[src/rtl/daq_pkg.sv]
// Shared types and constants for the DAQ converter-side responder.
// Holds the sequencing state enum, frame/data widths and the default
// DAC command nibble used by daq_converter_if and its sub-modules.
package daq_pkg;

    localparam int FRAME_W = 16;
    localparam int DATA_W  = 12;
    localparam int CMD_W   = FRAME_W - DATA_W;

    localparam logic [CMD_W-1:0] DAC_CMD_DEFAULT = 4'b0011;

    typedef enum logic [2:0] {
        IDLE,
        DAC_FRAME,
        ADC_FRAME,
        GUARD,
        DONE
    } daq_state_t;

endpackage

[src/rtl/daq_converter_if_if.sv]
// Handshake and serial-bus bundle between the DAQ controller, this
// responder and the external converters.
//   dac_en/dac_data/adc_en        : requests from the controller
//   dac_done/adc_done/adc_data    : completion back to the controller
//   sclk/mosi/dac_cs_n/adc_cs_n   : serial bus driven towards the devices
//   miso                          : serial data returned by the ADC
// slave  = responder view (daq_converter_if)
// master = controller/device view (drives requests and miso)
interface daq_converter_if_if;
    import daq_pkg::*;

    logic              dac_en;
    logic [DATA_W-1:0] dac_data;
    logic              adc_en;
    logic              dac_done;
    logic              adc_done;
    logic [DATA_W-1:0] adc_data;
    logic              sclk;
    logic              mosi;
    logic              dac_cs_n;
    logic              adc_cs_n;
    logic              miso;

    modport slave (
        input  dac_en, dac_data, adc_en, miso,
        output dac_done, adc_done, adc_data, sclk, mosi, dac_cs_n, adc_cs_n
    );

    modport master (
        output dac_en, dac_data, adc_en, miso,
        input  dac_done, adc_done, adc_data, sclk, mosi, dac_cs_n, adc_cs_n
    );

endinterface

[src/rtl/daq_sclk_gen.sv]
// Serial clock generator for one 16-period frame.
//   clk, reset_n : system clock, synchronous active-low reset
//   en           : high while a frame is in progress; low parks sclk at 0
//   sclk         : serial clock, CLK_DIV clk cycles per half-period
//   rise         : first cycle in which sclk is high
//   fall_nx      : sclk falls at the next clk edge
//   last         : fall_nx of the 16th period (frame ends at next edge)
module daq_sclk_gen
    import daq_pkg::*;
#(
    parameter int CLK_DIV = 4
) (
    input  logic clk,
    input  logic reset_n,
    input  logic en,
    output logic sclk,
    output logic rise,
    output logic fall_nx,
    output logic last
);

    localparam int CNT_W = $clog2(CLK_DIV);
    localparam int PER_W = $clog2(FRAME_W);
    localparam logic [CNT_W-1:0] RELOAD = CNT_W'(CLK_DIV - 1);
    localparam logic [PER_W-1:0] PER_LAST = PER_W'(FRAME_W - 1);

    logic [CNT_W-1:0] cnt;
    logic [PER_W-1:0] per;
    logic             sclk_q;

    assign sclk    = sclk_q;
    assign fall_nx = en && sclk_q && (cnt == '0);
    assign rise    = en && sclk_q && (cnt == RELOAD);
    assign last    = fall_nx && (per == PER_LAST);

    always_ff @(posedge clk) begin
        if (!reset_n || !en) begin
            cnt    <= RELOAD;
            per    <= '0;
            sclk_q <= 1'b0;
        end else if (cnt == '0) begin
            cnt    <= RELOAD;
            sclk_q <= ~sclk_q;
            if (sclk_q)
                per <= per + 1'b1;
        end else begin
            cnt <= cnt - 1'b1;
        end
    end

endmodule

[src/rtl/daq_converter_if.sv]
// Converter-side responder for the DAQ sequencing handshake. Each rising
// edge of dac_en / adc_en becomes one 16-bit MSB-first frame on a shared
// SPI-style bus with separate chip selects. DAC has priority; an edge that
// arrives while busy is remembered in a one-deep pending flag per channel.
//   clk, reset_n : system clock, synchronous active-low reset
//   bus          : daq_converter_if_if.slave (handshake + serial bus)
//   overrun      : only with DAQ_IF_OVERRUN_EN defined; sticky flag set when
//                  an edge arrives for a channel that is already pending
//
// state     | meaning
// IDLE      | waiting; shadow tracks dac_data
// DAC_FRAME | dac_cs_n low, 16 sclk periods shifting {DAC_CMD, shadow}
// ADC_FRAME | adc_cs_n low, 16 sclk periods sampling miso
// GUARD     | both chip selects high for CLK_DIV cycles
// DONE      | one cycle, done pulse for the channel just served
module daq_converter_if
    import daq_pkg::*;
#(
    parameter int               CLK_DIV = 4,
    parameter logic [CMD_W-1:0] DAC_CMD = DAC_CMD_DEFAULT
) (
    input  logic clk,
    input  logic reset_n,
    daq_converter_if_if.slave bus
`ifdef DAQ_IF_OVERRUN_EN
    ,
    output logic overrun
`endif
);

    localparam int CNT_W = $clog2(CLK_DIV);
    localparam logic [CNT_W-1:0] GUARD_RELOAD = CNT_W'(CLK_DIV - 1);

    daq_state_t state_q, state_nx;

    logic               dac_en_q, adc_en_q, dac_req, adc_req;
    logic               dac_pend, adc_pend, dac_start, adc_start;
    logic               cur_adc, in_frame;
    logic [DATA_W-1:0]  shadow, adc_data_q;
    logic [FRAME_W-1:0] sh;
    logic [CNT_W-1:0]   guard_cnt;
    logic               mosi_q, dac_cs_n_q, adc_cs_n_q, dac_done_q, adc_done_q;
    logic               sclk_rise, sclk_fall_nx, sclk_last;

    assign dac_req  = bus.dac_en && !dac_en_q;
    assign adc_req  = bus.adc_en && !adc_en_q;
    assign in_frame = (state_q == DAC_FRAME) || (state_q == ADC_FRAME);

    daq_sclk_gen #(.CLK_DIV(CLK_DIV)) u_sclk (
        .clk     (clk),
        .reset_n (reset_n),
        .en      (in_frame),
        .sclk    (bus.sclk),
        .rise    (sclk_rise),
        .fall_nx (sclk_fall_nx),
        .last    (sclk_last)
    );

    always_comb begin
        state_nx  = state_q;
        dac_start = 1'b0;
        adc_start = 1'b0;
        case (state_q)
            IDLE: begin
                if (dac_req || dac_pend) begin
                    dac_start = 1'b1;
                    state_nx  = DAC_FRAME;
                end else if (adc_req || adc_pend) begin
                    adc_start = 1'b1;
                    state_nx  = ADC_FRAME;
                end
            end
            DAC_FRAME, ADC_FRAME: if (sclk_last) state_nx = GUARD;
            GUARD:                if (guard_cnt == '0) state_nx = DONE;
            DONE:                 state_nx = IDLE;
            default:              state_nx = IDLE;
        endcase
    end

    always_ff @(posedge clk) begin
        if (!reset_n) begin
            state_q    <= IDLE;
            dac_en_q   <= 1'b0;
            adc_en_q   <= 1'b0;
            dac_pend   <= 1'b0;
            adc_pend   <= 1'b0;
            shadow     <= '0;
            sh         <= '0;
            cur_adc    <= 1'b0;
            guard_cnt  <= GUARD_RELOAD;
            mosi_q     <= 1'b0;
            dac_cs_n_q <= 1'b1;
            adc_cs_n_q <= 1'b1;
            dac_done_q <= 1'b0;
            adc_done_q <= 1'b0;
            adc_data_q <= '0;
        end else begin
            state_q  <= state_nx;
            dac_en_q <= bus.dac_en;
            adc_en_q <= bus.adc_en;
            // A start consumes the pending flag; a fresh edge in the same
            // cycle as a pending-driven start stays queued.
            dac_pend <= dac_start ? (dac_pend && dac_req) : (dac_pend || dac_req);
            adc_pend <= adc_start ? (adc_pend && adc_req) : (adc_pend || adc_req);

            if (state_q == IDLE)
                shadow <= bus.dac_data;

            guard_cnt <= (state_q == GUARD) ? guard_cnt - 1'b1 : GUARD_RELOAD;

            if (dac_start) begin
                sh      <= {DAC_CMD, shadow};
                mosi_q  <= DAC_CMD[CMD_W-1];
                cur_adc <= 1'b0;
            end else if (adc_start) begin
                sh      <= '0;
                cur_adc <= 1'b1;
            end else if (state_q == DAC_FRAME && sclk_fall_nx) begin
                sh     <= sh << 1;
                mosi_q <= sclk_last ? 1'b0 : sh[FRAME_W-2];
            end else if (state_q == ADC_FRAME && sclk_rise) begin
                sh <= {sh[FRAME_W-2:0], bus.miso};
            end

            // Outputs are registered from the next state so they line up
            // with the state they describe.
            dac_cs_n_q <= (state_nx != DAC_FRAME);
            adc_cs_n_q <= (state_nx != ADC_FRAME);
            dac_done_q <= (state_nx == DONE) && !cur_adc;
            adc_done_q <= (state_nx == DONE) && cur_adc;
            if (state_nx == DONE && cur_adc)
                adc_data_q <= sh[DATA_W-1:0];
        end
    end

    assign bus.mosi     = mosi_q;
    assign bus.dac_cs_n = dac_cs_n_q;
    assign bus.adc_cs_n = adc_cs_n_q;
    assign bus.dac_done = dac_done_q;
    assign bus.adc_done = adc_done_q;
    assign bus.adc_data = adc_data_q;

`ifdef DAQ_IF_OVERRUN_EN
    logic overrun_q;

    always_ff @(posedge clk) begin
        if (!reset_n)
            overrun_q <= 1'b0;
        else if ((dac_req && dac_pend) || (adc_req && adc_pend))
            overrun_q <= 1'b1;
    end

    assign overrun = overrun_q;
`endif

endmodule

[src/flat_wrapper.sv]
// flat-port wrapper written by rule: the top's interface ports become plain ports
module daq_converter_if_flat import daq_pkg::*;
#(
    parameter int               CLK_DIV = 4,
    parameter logic [CMD_W-1:0] DAC_CMD = DAC_CMD_DEFAULT
)
  (clk, reset_n, bus_dac_en, bus_dac_data, bus_adc_en, bus_miso, bus_dac_done, bus_adc_done, bus_adc_data, bus_sclk, bus_mosi, bus_dac_cs_n, bus_adc_cs_n);
  daq_converter_if_if bus_i ();
  input  logic clk;
  input  logic reset_n;
  input wire logic [$bits(bus_i.dac_en)-1:0] bus_dac_en;
  input wire logic [$bits(bus_i.dac_data)-1:0] bus_dac_data;
  input wire logic [$bits(bus_i.adc_en)-1:0] bus_adc_en;
  input wire logic [$bits(bus_i.miso)-1:0] bus_miso;
  output wire logic [$bits(bus_i.dac_done)-1:0] bus_dac_done;
  output wire logic [$bits(bus_i.adc_done)-1:0] bus_adc_done;
  output wire logic [$bits(bus_i.adc_data)-1:0] bus_adc_data;
  output wire logic [$bits(bus_i.sclk)-1:0] bus_sclk;
  output wire logic [$bits(bus_i.mosi)-1:0] bus_mosi;
  output wire logic [$bits(bus_i.dac_cs_n)-1:0] bus_dac_cs_n;
  output wire logic [$bits(bus_i.adc_cs_n)-1:0] bus_adc_cs_n;
  assign bus_i.dac_en = bus_dac_en;
  assign bus_i.dac_data = bus_dac_data;
  assign bus_i.adc_en = bus_adc_en;
  assign bus_i.miso = bus_miso;
  assign bus_dac_done = bus_i.dac_done;
  assign bus_adc_done = bus_i.adc_done;
  assign bus_adc_data = bus_i.adc_data;
  assign bus_sclk = bus_i.sclk;
  assign bus_mosi = bus_i.mosi;
  assign bus_dac_cs_n = bus_i.dac_cs_n;
  assign bus_adc_cs_n = bus_i.adc_cs_n;
  daq_converter_if #(.CLK_DIV(CLK_DIV), .DAC_CMD(DAC_CMD)) u_core (.clk(clk), .reset_n(reset_n), .bus(bus_i));
endmodule
[config.mk]
export PLATFORM = sky130hd
export DESIGN_NAME = daq_converter_if_flat
export DESIGN_NICKNAME = d
export VERILOG_FILES = /design/src/rtl/daq_pkg.sv /design/src/rtl/daq_converter_if_if.sv /design/src/rtl/daq_sclk_gen.sv /design/src/rtl/daq_converter_if.sv /design/src/flat_wrapper.sv
export SDC_FILE = /design/constraint.sdc
export NUM_CORES = 1
export LEC_CHECK = 0
export BUFFER_PORTS_ARGS = -buffer_cell sky130_fd_sc_hd__buf_2
export CAP_MARGIN = 30
export CELL_PAD_IN_SITES_DETAIL_PLACEMENT = 1
export CELL_PAD_IN_SITES_GLOBAL_PLACEMENT = 1
export CORE_MARGIN = 5
export CORE_UTILIZATION = 39
export CTS_CLUSTER_SIZE = 12
export DETAILED_ROUTE_END_ITERATION = 16
export PLACE_DENSITY_LB_ADDON = 0.12
export SYNTH_ARGS = -nofsm -noshare
export SYNTH_HDL_FRONTEND = slang
export SYNTH_SLANG_ARGS = --single-unit
[constraint.sdc]
create_clock -name clk -period 1.5 [get_ports clk]
set_input_delay 0.3 -clock clk [delete_from_list [all_inputs] [get_ports clk]]
set_output_delay 0.3 -clock clk [all_outputs]
set_load 0.02 [all_outputs]
==> impl_metrics.json <==
{
  "outcome": "finished, violations left",
  "violations": "setup timing",
  "critPathRequiredTime_ps": 1770,
  "dp_hpwl_mm": 4.54,
  "num-nets-final": 361,
  "fin_skew_ps": 6.21,
  "dieArea_um2": 8520,
  "ant_nets": 0,
  "syn_to_final_growth_pct": 31.1,
  "grt-ovfl-total": 0,
  "fp.dieW_um": 92.3,
  "portBuffers": 34,
  "pin_count": 35,
  "cp.arrival_ps": 1830,
  "grt_util_met1": 0.203,
  "whs_ps": 189,
  "power_per_cell_area_nw_per_um2": 1150,
  "synth_fp_nets": 301,
  "drv_cap": 0,
  "worst-path-buf-inv": 1,
  "h-tree-depth": 3,
  "wl_per_cell_um": 16.6,
  "start_util": 0.396,
  "crit_type": "reg -> reg",
  "critical-path-top-delay-family": "compound AO/OA/AOI/OAI gates",
  "worst_setup_path_end_kind": "flop",
  "ys.flop_type": "dfxtp_1",
  "syn_avg_cell_area_um2": 9.44,
  "grt_busiest_layer": "met2",
  "clock_latency_ps": 340,
  "num_vias": 2193,
  "final.period_utilization": 1.04,
  "n_antenna_cell": 0,
  "synthSimpleGateAreaFrac": 0.197,
  "grt_max_degree": 48,
  "r2r_cells": 5,
  "grt_pass1_wl_mm": 10.7,
  "via_per_inst": 5.17,
  "worstHoldPathType": "in -> reg",
  "setup_ws_ps": -54.5,
  "cts-root-buf": "clkbuf_8",
  "synth_top_family_by_area": "simple AND/OR/NAND/NOR gates",
  "synth_fa_ha_area_frac": 0.0227,
  "max_slew_margin": 0.656,
  "setup_viol": 13,
  "ys_types": 43,
  "hold-path-cell-count": 2,
  "antenna_found_initial": 0,
  "worst-path-max-fanout": 7,
  "syn_area_um2": 2640,
  "core_um2": 6680,
  "max_freq_ghz": 0.643,
  "clock_sinks": 61,
  "slowest_stage": "or3_4",
  "ir_drop_v": 0.000483,
  "drive_above_1_share": 0.378,
  "finalHoldViolCount": 0,
  "worstPathCellList": "or3_4 > a41oi_4 > clkbuf_16 > o31ai_2 > a21oi_2",
  "num_rows": 30,
  "cts_tree": "done",
  "track_usage": 0.161,
  "seq_area_frac_synth": 0.462,
  "worstMarginPinSlew_ps": 515,
  "slew_viol_final": 0,
  "yosys_warnings": 0,
  "gr-usage-met3": 0.0333,
  "drtIter0Drc": 72,
  "clk_path_buf_depth": 2,
  "setup_tns_ps": -336,
  "firstDrtPassIters": 4,
  "cp.depth": 5,
  "yosys-mux-area-fraction": 0.0568,
  "startpoint_type": "flop",
  "synth-edff-count": 0,
  "async_reset_ff_frac": 0,
  "rsz0062_at_grt": "true",
  "ys_ff_latch": 61,
  "drt-total-wl_mm": 7.06,
  "synth_compound_area_frac": 0.197,
  "die_y_um": 92.3,
  "numCtsBuffers": 9,
  "grt_pass1_vias": 2161,
  "gp_congestion": 0.757,
  "p_leak_nw": 1.33,
  "synth-xor-area-share": 0.0133,
  "syn_inst": 280,
  "clk_pin_slew_worst_paths_ps": 70,
  "cp_slowest_stage_delay_ps": 430,
  "drc": 0,
  "period_minus_slack_ps": 1550,
  "grt_use_met2": 0.262,
  "cts_hold_buf": 0
}
==> cells in the mapped netlist (6+ instances only) <==
cell type	n	area [um2]
nand3_1	6	30.0
clkbuf_1	8	30.0
inv_1	6	22.5
o31ai_1	11	82.6
a21oi_2	11	96.3
nor2b_1	17	106
mux2i_1	15	150
o21ai_0	15	75.1
nand2_1	51	191
a21boi_0	13	97.6
dfxtp_1	61	1220
==> final timing paths <==
| kind | start | endpoint | slack (ps) |
|---|---|---|---|
| hold / removal | bus_dac_en | u_core.dac_en_q$_SDFF_PN0_ | 190 |
| setup reg to reg | u_core.state_q[1]$_SDFF_PN0_ | u_core.sh[11]$_SDFFE_PN0P_ | -50 |
| setup / recovery | u_core.state_q[1]$_SDFF_PN0_ | u_core.sh[11]$_SDFFE_PN0P_ | -50 |
| hold reg to reg | u_core.guard_cnt[0]$_SDFF_PN1_ | u_core.guard_cnt[0]$_SDFF_PN1_ | 400 |
==> flip-flops by register name, summed over array words and instances, names as in the netlist <==
name / flops
u_core.sh: 15
u_core.bus.adc_cs_n: 1
u_core.dac_en_q: 1
u_core.shadow: 12
u_core.u_sclk.sclk: 1
u_core.u_sclk.per: 4
u_core.guard_cnt: 2
u_core.bus.adc_done: 1
u_core.bus.adc_data: 12
u_core.dac_pend: 1
u_core.bus.dac_cs_n: 1
u_core.bus.dac_done: 1
u_core.u_sclk.cnt: 2
u_core.adc_en_q: 1
u_core.state_q: 3
u_core.cur_adc: 1
u_core.bus.mosi: 1
u_core.adc_pend: 1
==> repair_timing <==
action / 4_1_cts / 5_1_grt
pin swaps: 1 / 8
buffers inserted: 0 / 6
setup endpoints to repair: 29 / 31
gates resized for setup: 21 / 24
endpoints found under the hold margin: 0 / 0
gates cloned: 0 / 3
==> layout make-up <==
type / instances / area, um2
fillers: 771 / 3220
multi-input cells: 195 / 1430
flip-flops and latches: 61 / 1230
repair buffers: 66 / 503
clock buffers: 14 / 173
well taps: 80 / 100
inverters: 7 / 26.3
clock inverters: 1 / 5.00
==> kinds of logic after synthesis <==
| group | after synthesis |
|---|---|
| fa+ha+maj | 5 |
| buf+inv | 25 |
| mux | 15 |
| simple gates | 102 |
| xor+xnor | 4 |
| flops | 61 |
| compound gates | 68 |
==> report_power, final <==
| group | switching (mW) | internal, mW |
|---|---|---|
| logic | 0.406 | 0.362 |
| registers | 0.124 | 1.75 |
| clock network | 0.630 | 0.726 |
| total | 1.16 | 2.84 |
==> routing by layer <==
layer / wire length [um] / share of wire
met5: 0 / 0
met4: 148 / 0.021
met3: 204 / 0.029
met2: 3430 / 0.49
met1: 3270 / 0.46
==> cells in the final DEF (no fill, tap or decap), types with 7 or more instances in the layout <==
cell / synthesis / final
nor2b_1: 17 / 17
buf_2: 4 / 34
o21ai_0: 15 / 7
dfxtp_1: 61 / 55
a21oi_2: 11 / 11
mux2i_1: 15 / 15
nand2_1: 51 / 49
o31ai_2: 1 / 11
buf_4: 3 / 24
clkbuf_8: 0 / 12
o21ai_1: 3 / 11
a21boi_0: 13 / 13
==> per-stage QoR <==
stage	instances	instance area (um2)	power [mW]	setup slack, ps	util
after floorplan	280	2660	2.31	-10.2	-
after global placement	400	3040	2.54	-87.8	0.455
after detailed placement	400	3040	2.56	-133	0.455
after CTS	415	3290	3.95	2.82	0.492
after global routing	424	3460	4.19	-84.3	0.519
final	424	3460	4.00	-54.5	0.519
Note: power is estimated with default switching activity, not from simulation.
